File: src/rtl/loader_pkg.sv
// Shared definitions for the IMEM boot loader.
// Holds the FSM state encoding, frame layout constants and the checksum
// update helper used by imem_loader and word_assembler.
package loader_pkg;

  // Loader FSM states.
  typedef enum logic [2:0] {
    S_IDLE   = 3'd0,
    S_LEN_LO = 3'd1,
    S_LEN_HI = 3'd2,
    S_DATA   = 3'd3,
    S_CHECK  = 3'd4,
    S_DONE   = 3'd5,
    S_ERR    = 3'd6
  } state_t;

  // Frame layout: 2-byte word count, payload words, 1-byte XOR checksum.
  localparam int HDR_BYTES      = 2;
  localparam int CSUM_BYTES     = 1;
  localparam int BYTES_PER_WORD = 4;

  // Running XOR checksum over payload bytes.
  function automatic logic [7:0] csum_update(input logic [7:0] acc,
                                             input logic [7:0] data);
    return acc ^ data;
  endfunction

endpackage

File: src/rtl/word_assembler.sv
// Little-endian byte-to-word packer.
// Ports:
//   clk, rst     - clock, synchronous active-high reset
//   clear        - restart byte position at 0 (new frame)
//   byte_valid   - a payload byte is accepted this cycle
//   byte_data    - the payload byte
//   word_last    - combinational: this accepted byte completes a word
//   word_valid   - registered one-cycle pulse, word is complete
//   word         - assembled word (first byte in bits [7:0]); holds its value
module word_assembler
  import loader_pkg::*;
(
  input  logic        clk,
  input  logic        rst,
  input  logic        clear,
  input  logic        byte_valid,
  input  logic [7:0]  byte_data,
  output logic        word_last,
  output logic        word_valid,
  output logic [31:0] word
);

  logic [1:0] byte_idx;

  assign word_last = byte_valid && (byte_idx == 2'(BYTES_PER_WORD - 1));

  // Byte position counter, byte lane insertion and completion pulse.
  always_ff @(posedge clk) begin
    if (rst) begin
      byte_idx   <= 2'd0;
      word_valid <= 1'b0;
      word       <= 32'd0;
    end else begin
      word_valid <= word_last;
      if (clear) begin
        // The word register is kept so the IMEM data bus holds its last value.
        byte_idx <= 2'd0;
      end else if (byte_valid) begin
        byte_idx                      <= byte_idx + 2'd1;
        word[{byte_idx, 3'b000} +: 8] <= byte_data;
      end
    end
  end

endmodule

File: src/rtl/imem_loader.sv
// Byte-stream program loader for the pipeline instruction memory.
// Frame: 16-bit little-endian word count, little-endian 32-bit payload
// words, then one XOR checksum byte over the payload.
// Ports:
//   clk, rst                      - clock, synchronous active-high reset
//   start                         - begin a load (only in IDLE/DONE/ERR)
//   in_valid, in_data, in_ready   - byte stream, transfer = in_valid & in_ready
//   imem_we, imem_addr, imem_wdata - IMEM write port, one strobe per word
//   core_rst_n                    - core reset, released only after a good image
//   busy, done, error             - load status; done/error held until next start
module imem_loader
  import loader_pkg::*;
#(
  parameter int ADDR_WIDTH = 8,
  parameter int BASE_ADDR  = 0
) (
  input  logic                  clk,
  input  logic                  rst,
  input  logic                  start,
  input  logic                  in_valid,
  input  logic [7:0]            in_data,
  output logic                  in_ready,
  output logic                  imem_we,
  output logic [ADDR_WIDTH-1:0] imem_addr,
  output logic [31:0]           imem_wdata,
  output logic                  core_rst_n,
  output logic                  busy,
  output logic                  done,
  output logic                  error
);

  // Largest word count that fits between BASE_ADDR and the top of IMEM.
  localparam logic [16:0] MAX_WORDS = 17'((1 << ADDR_WIDTH) - BASE_ADDR);

  state_t      state;
  logic [15:0] count;
  logic [15:0] word_idx;
  logic [7:0]  csum;

  logic        accept;
  logic        start_ok;
  logic        pay_valid;
  logic        word_last;
  logic        word_valid;
  logic [31:0] word;
  logic [16:0] count_full;

  // No byte is taken in the write cycle so the write never overlaps a new byte.
  assign in_ready = (state == S_LEN_LO) || (state == S_LEN_HI) ||
                    (state == S_CHECK)  || ((state == S_DATA) && !word_valid);
  assign busy     = (state == S_LEN_LO) || (state == S_LEN_HI) ||
                    (state == S_DATA)   || (state == S_CHECK);

  assign accept     = in_valid && in_ready;
  assign start_ok   = start && ((state == S_IDLE) || (state == S_DONE) || (state == S_ERR));
  assign pay_valid  = accept && (state == S_DATA);
  assign count_full = {1'b0, in_data, count[7:0]};

  assign imem_we    = word_valid;
  assign imem_wdata = word;

  word_assembler u_asm (
    .clk        (clk),
    .rst        (rst),
    .clear      (start_ok),
    .byte_valid (pay_valid),
    .byte_data  (in_data),
    .word_last  (word_last),
    .word_valid (word_valid),
    .word       (word)
  );

  // Loader FSM with word counter, checksum accumulator and status outputs.
  always_ff @(posedge clk) begin
    if (rst) begin
      state      <= S_IDLE;
      count      <= 16'd0;
      word_idx   <= 16'd0;
      csum       <= 8'd0;
      imem_addr  <= '0;
      done       <= 1'b0;
      error      <= 1'b0;
      core_rst_n <= 1'b0;
    end else begin
      // Address is latched with the last byte so it lines up with the strobe.
      if (word_last) begin
        imem_addr <= ADDR_WIDTH'(BASE_ADDR + int'(word_idx));
      end
      case (state)
        S_IDLE, S_DONE, S_ERR: begin
          if (start) begin
            state      <= S_LEN_LO;
            done       <= 1'b0;
            error      <= 1'b0;
            core_rst_n <= 1'b0;
            count      <= 16'd0;
            word_idx   <= 16'd0;
            csum       <= 8'd0;
          end
        end
        S_LEN_LO: begin
          if (accept) begin
            count[7:0] <= in_data;
            state      <= S_LEN_HI;
          end
        end
        S_LEN_HI: begin
          if (accept) begin
            count[15:8] <= in_data;
            if (count_full > MAX_WORDS) begin
              state <= S_ERR;
              error <= 1'b1;
            end else if (count_full == 17'd0) begin
              state <= S_CHECK;
            end else begin
              state <= S_DATA;
            end
          end
        end
        S_DATA: begin
          if (pay_valid) begin
            csum <= csum_update(csum, in_data);
          end
          if (word_valid) begin
            word_idx <= word_idx + 16'd1;
            if ((word_idx + 16'd1) == count) begin
              state <= S_CHECK;
            end
          end
        end
        S_CHECK: begin
          if (accept) begin
            if (in_data == csum) begin
              state      <= S_DONE;
              done       <= 1'b1;
              core_rst_n <= 1'b1;
            end else begin
              state <= S_ERR;
              error <= 1'b1;
            end
          end
        end
        default: begin
          state <= S_IDLE;
        end
      endcase
    end
  end

endmodule
File: config.mk
export PLATFORM = sky130hd
export DESIGN_NAME = imem_loader
export DESIGN_NICKNAME = d
export VERILOG_FILES = /design/src/rtl/loader_pkg.sv /design/src/rtl/word_assembler.sv /design/src/rtl/imem_loader.sv
export SDC_FILE = /design/constraint.sdc
export NUM_CORES = 1
export LEC_CHECK = 0
export BUFFER_PORTS_ARGS = -buffer_cell sky130_fd_sc_hd__buf_4
export CAP_MARGIN = 20
export CORE_UTILIZATION = 50
export DETAILED_ROUTE_END_ITERATION = 8
export PLACE_DENSITY = 0.7
export SLEW_MARGIN = 20
export SYNTH_ARGS = -nofsm -noshare
export SYNTH_HDL_FRONTEND = slang
export SYNTH_SLANG_ARGS = --single-unit
File: constraint.sdc
create_clock -name clk -period 3.92 [get_ports clk]
set_clock_uncertainty 0.1 [all_clocks]
set_input_delay 0.196 -clock clk [delete_from_list [all_inputs] [get_ports clk]]
set_output_delay 0.196 -clock clk [all_outputs]
set_load 0.02 [all_outputs]
After elaboration in Yosys (flattened, before gate mapping):

Cells that the tools add are included.

* bits in registers: 88
* input port bits: 12
* output and inout bits: 46
* word-level logic and storage cells: 97

* $add $sub $neg: 3
* $lt $le $gt $ge: 1
* eq/ne operators: 19
* shift operators: 2
* muxes and demuxes: 29
* bitwise logic cells: 2
* reduce and logical (&&, ||, !) cells: 30

Operators by type and width (count)
* 8-bit one-hot mux with 2 select lines: 3
* 32-bit bitwise mux: 1
* 16-bit 2-to-1 mux: 2
* 16-bit one-hot mux with 2 select lines: 1
* 8-bit by 7-bit variable shift with 32-bit output (first input constant): 1
* 8-bit by 7-bit indexed part select with 32-bit output: 1
* 3-bit 2-to-1 mux: 8
* 8-bit 2-to-1 mux: 3
* 17-bit zero test: 1
* 16-bit by 1-bit adder with 16-bit output (second input constant): 1
* 16-bit equality test: 1
* 16-bit by 9-bit greater-than comparator with 1-bit output (second input constant): 1
* 3-bit one-hot mux with 5 select lines: 1
* 3-bit AND reduction: 4
* 6-bit AND reduction: 2
* 2-bit by 1-bit inequality test with 1-bit output (second input constant): 5
* 2-bit inequality test (second input constant): 5
* 3-bit equality test (second input constant): 3
* 8-bit equality test: 1
* 2-bit nonzero test: 4
* 8-bit bitwise XOR: 1
* 1-bit logical OR: 7
* 1-bit 2-to-1 mux: 7
* 5-bit negation with 7-bit output: 1
* 16 further kinds: 21

Longest topological paths before layout:

* depth in word-level cells: 8
* gate-level depth with buffers: 9
* gate-level depth less buffers: 8

Modules after synthesis:

From an unflattened synthesis, not the netlist that was laid out.

* cells, all modules: 542
* area total of the unflattened synthesis: 4609.4 um^2

By module, submodules not included
* imem_loader: times used 1, cells an instance 427, area an instance 3306.9 um^2, sequential area each 1061.0 um^2
* word_assembler: times used 1, cells an instance 115, area an instance 1302.5 um^2, sequential area each 700.7 um^2

Least setup slack after synthesis:

OpenSTA, ideal clock, no wires.

* path kind: reg-to-reg
* from: register word_idx[0]
* to: register state[2]
* library setup time: 0.079 ns
* arrival time: 2.087 ns
* data required time: 3.741 ns
* setup slack: 1.654 ns
* cell stages (with the launch flop): 8
* buffers on the path: 0
* period minus slack after synthesis: 2.266 ns
* cell sequence: dfxtp_1 > ha_1 > nand3_1 > nor3_1 > nand3_1 > a2111oi_4 > nand4_1 > a211oi_2

* longest elaborated chain between the ends: 4

RTL lines
* start, declared: line imem_loader.sv:37 `logic [15:0] word_idx;`
* start signal, assigned: line imem_loader.sv:125 `word_idx <= word_idx + 16'd1;`
* 16-bit by 1-bit adder with 16-bit output: line imem_loader.sv:126 `if ((word_idx + 16'd1) == count) begin`
* 16-bit equality test: line imem_loader.sv:126
* 2-bit by 1-bit inequality test with 1-bit output (no source line)
* 6-bit AND reduction (no source line)
* end signal, assigned: line imem_loader.sv:127 `state <= S_CHECK;`
* end signal, assigned: line imem_loader.sv:134 `state <= S_DONE;`
* end signal, assigned: line imem_loader.sv:138 `state <= S_ERR;`
* end, declared: line imem_loader.sv:35 `state_t state;`

Every way passes these cells.
A chain may end at the register's enable or synchronous reset.

Worst setup path after layout:

* from: register word_idx[0]
* to: register state[1]

Same word-level chain as after synthesis.

==> impl_metrics.tcl <==
set metrics [dict create \
    status "finished, final reports clean" \
    syn_inst 593 \
    tns_ps 0 \
    path_cells "ha_1 -> nand3_1 -> nor3_1 -> nand3_1 -> a2111oi_4 -> nand4_1 -> nand2_1 -> a211oi_1" \
    crit_required_ps 4020 \
    power.internal_uw 1410 \
    finalHoldViolCount 0 \
    crit_family "simple AND/OR/NAND/NOR gates" \
    std_cell_rows 34 \
    crit_fanout 8 \
    core-area_sq_um 8720 \
    antennaDiodeCount 0 \
    track_usage 0.245 \
    nets 638 \
    cts_max_level 3 \
    holdWs_ps 83.1 \
    crit_top_cell "nand3_1" \
    switchingPower_uw 795 \
    cpPeakStageDelay_ps 480 \
    fin_crit_ps 2670 \
    dr.first_iter.drc_count 343 \
    nFillCells 813 \
    worstHoldPathType "in -> reg" \
    worst_pin_slew_ps 999 \
    grt_max_degree 86 \
    synth_edf_count 0 \
    rsz0062_at_grt "no" \
    syn_area_per_cell_sq_um 7.62 \
    pin_count 58 \
    ys_seq_area_frac 0.390 \
    fmax_mhz 374 \
    powerDensity_nw_per_um2 433 \
    synth_flop_cell "dfxtp_1" \
    start_kind "flip-flop" \
    via_per_inst 5.80 \
    clk_pin_slew_ps 90 \
    finalPower_uw 2210 \
    clockPowerShare 0.267 \
    drt_drc_violations_left 0 \
    vias 4255 \
    ant_nets 0 \
    start_util 0.518 \
    die_h_microns 97.0 \
    area_growth_pct 12.9 \
    switching_share 0.360 \
    grt_first_pass_wirelength_microns 19000 \
    synthesis.area_sq_um 4520 \
    setup_violations 0 \
    critPathKind "reg -> reg" \
    finalCritPeriodShare 0.682 \
    cts_root_buf "clkbuf_8" \
    drv_cap 0 \
    multi_input_area_sq_um 2540 \
    clkLatencyLatePin_ps 360 \
    die_w_microns 97.0 \
    antenna_found_initial 0 \
    seqCellArea_sq_um 1760 \
    ir_drop_mv 0.207 \
    layout-drive-gt1-share 0.139 \
    cts_buffers 9 \
    comb_power_share 0.275 \
    cts-resized-gates 0 \
    wl_per_cell_microns 15.5 \
    seqPwrFrac 0.458 \
    final_core_util 0.585 \
    routabilityCongestion 0.879 \
    relSlewSlack 0.329 \
    syn_nets 611 \
    cts_tree "done" \
    firstDrtPassIters 4 \
    cp.arrival_ps 2780 \
    ys_ff_latch 88 \
    io_buffers 57 \
    end_kind "flip-flop" \
    place_hpwl_microns 7560 \
    slew_viol_final 0 \
    crit_slowest_cell "dfxtp_1" \
    cellLeakagePower_uw 0.00187 \
    hold_buffers 0 \
    grt_remaining_overflow 0 \
    cts_sinks 88 \
    finalWirelength_microns 11400 \
    die_area_sq_um 9420 \
    synth_warnings 0 \
    ys_async_sr_fraction 0 \
    synth.distinct_cells 49 \
    post-cts-setup-buffers 0 \
    grt_pass1_vias 3908 \
    cts_buffer_depth 2 \
    cp_num_buf_inv 0 \
]
==> kinds of logic after synthesis <==
group / synth area share
AND/OR/NAND/NOR: 0.284
adder cells (fa/ha/maj): 0.0166
flip-flops: 0.390
multiplexers: 0.0114
XOR/XNOR: 0.0620
buffers and inverters: 0.0485
AO/OA/AOI/OAI: 0.188
==> worst paths after layout <==
check	startpoint	endpoint	slack (ps)	cells after the start
setup / recovery	word_idx[0]$_SDFFE_PP0P_	state[1]$_SDFFE_PP0P_	1250	8
hold / removal	in_data[7]	u_asm.word[15]$_SDFFE_PP0P_	80	3
setup reg to reg	word_idx[0]$_SDFFE_PP0P_	state[1]$_SDFFE_PP0P_	1250	8
hold reg to reg	u_asm.word[30]$_SDFFE_PP0P_	u_asm.word[30]$_SDFFE_PP0P_	350	2
==> sequential cells by signal, summed over array words and instances, names as in the netlist <==
register          cells
imem_addr             8
u_asm.word           32
count                16
csum                  8
state                 3
error                 1
word_idx             16
u_asm.byte_idx        2
done                  1
u_asm.word_valid      1
==> per-layer routing <==
metal	vias up	GRT usage	part of all wire
li1	2129	-	-
met1	2010	0.321	0.46
met2	104	0.412	0.48
met3	12	0.0368	0.041
met4	0	0.0850	0.012
met5	-	0	0
==> worst register-to-register path, stage by stage, from the launching register on <==
cell and delay [ps]:
dfxtp_1 480, ha_1 330, nand3_1 250, nor3_1 400, nand3_1 180, a2111oi_4 360, nand4_1 220, nand2_1 140
a211oi_1 70
==> metrics by stage <==
stage / std cells / cell area, sq um / worst slack, ps
after floorplan: 593 / 4520 / 1650
after global placement: 717 / 4920 / 1250
after detailed placement: 717 / 4920 / 1230
after CTS: 733 / 5100 / 1220
after global routing: 733 / 5100 / 972
final: 733 / 5100 / 1250
==> cells in the mapped netlist, types with 6 or more instances <==
library cell | instances | area (sq um)
nor4_1 | 8 | 50.1
nand4_1 | 9 | 56.3
xor2_1 | 22 | 193
nor2_1 | 44 | 165
ha_1 | 6 | 75.1
or3_1 | 6 | 37.5
clkbuf_1 | 35 | 131
and2_1 | 9 | 56.3
nand3_1 | 54 | 270
o22ai_1 | 6 | 37.5
nor3b_1 | 6 | 45.0
xnor2_1 | 10 | 87.6
nand3b_1 | 10 | 75.1
dfxtp_1 | 88 | 1760
nand2_1 | 87 | 327
a21oi_1 | 93 | 465
o21ai_0 | 28 | 140
inv_1 | 7 | 26.3
==> final cells by class <==
class                   count  area share
repair buffers             61      0.0898
multi-input cells         452       0.497
well taps                 108      0.0265
clock inverters             6     0.00834
flip-flops and latches     88       0.345
clock buffers              10      0.0270
inverters                   8     0.00589
==> placed cells by master, fill, tap and decap left out, types with 3 or more instances in the layout <==
master / netlist / final
xnor2_1: 10 / 10
dfxtp_1: 88 / 88
and3_1: 3 / 3
nor3_1: 4 / 4
a31oi_1: 4 / 4
nor4_1: 8 / 8
a211oi_1: 4 / 4
and2_1: 9 / 9
or3_1: 6 / 6
a21oi_1: 93 / 93
clkbuf_8: 0 / 10
xor2_1: 22 / 22
or4_1: 5 / 5
nand3_1: 54 / 54
nor2_1: 44 / 44
nand3b_1: 10 / 10
nor3b_1: 6 / 6
inv_1: 7 / 7
nand4_1: 9 / 9
mux2i_1: 4 / 4
nand2_1: 87 / 87
nand2b_1: 5 / 5
o22ai_1: 6 / 6
o21ai_0: 28 / 28
ha_1: 6 / 6
buf_4: 4 / 61
==> power groups by stage <==
| stage | Combinational (uW) | Sequential [uW] | Clock (uW) |
|---|---|---|---|
| 2_1_floorplan | 477 | 991 | 0 |
| 3_3_place_gp | 600 | 1030 | 0 |
| 3_5_place_dp | 606 | 1030 | 0 |
| 4_1_cts | 607 | 1010 | 604 |
| 5_1_grt | 671 | 1020 | 634 |
| 6_report | 607 | 1010 | 591 |
(Power assumes the default switching activity.)
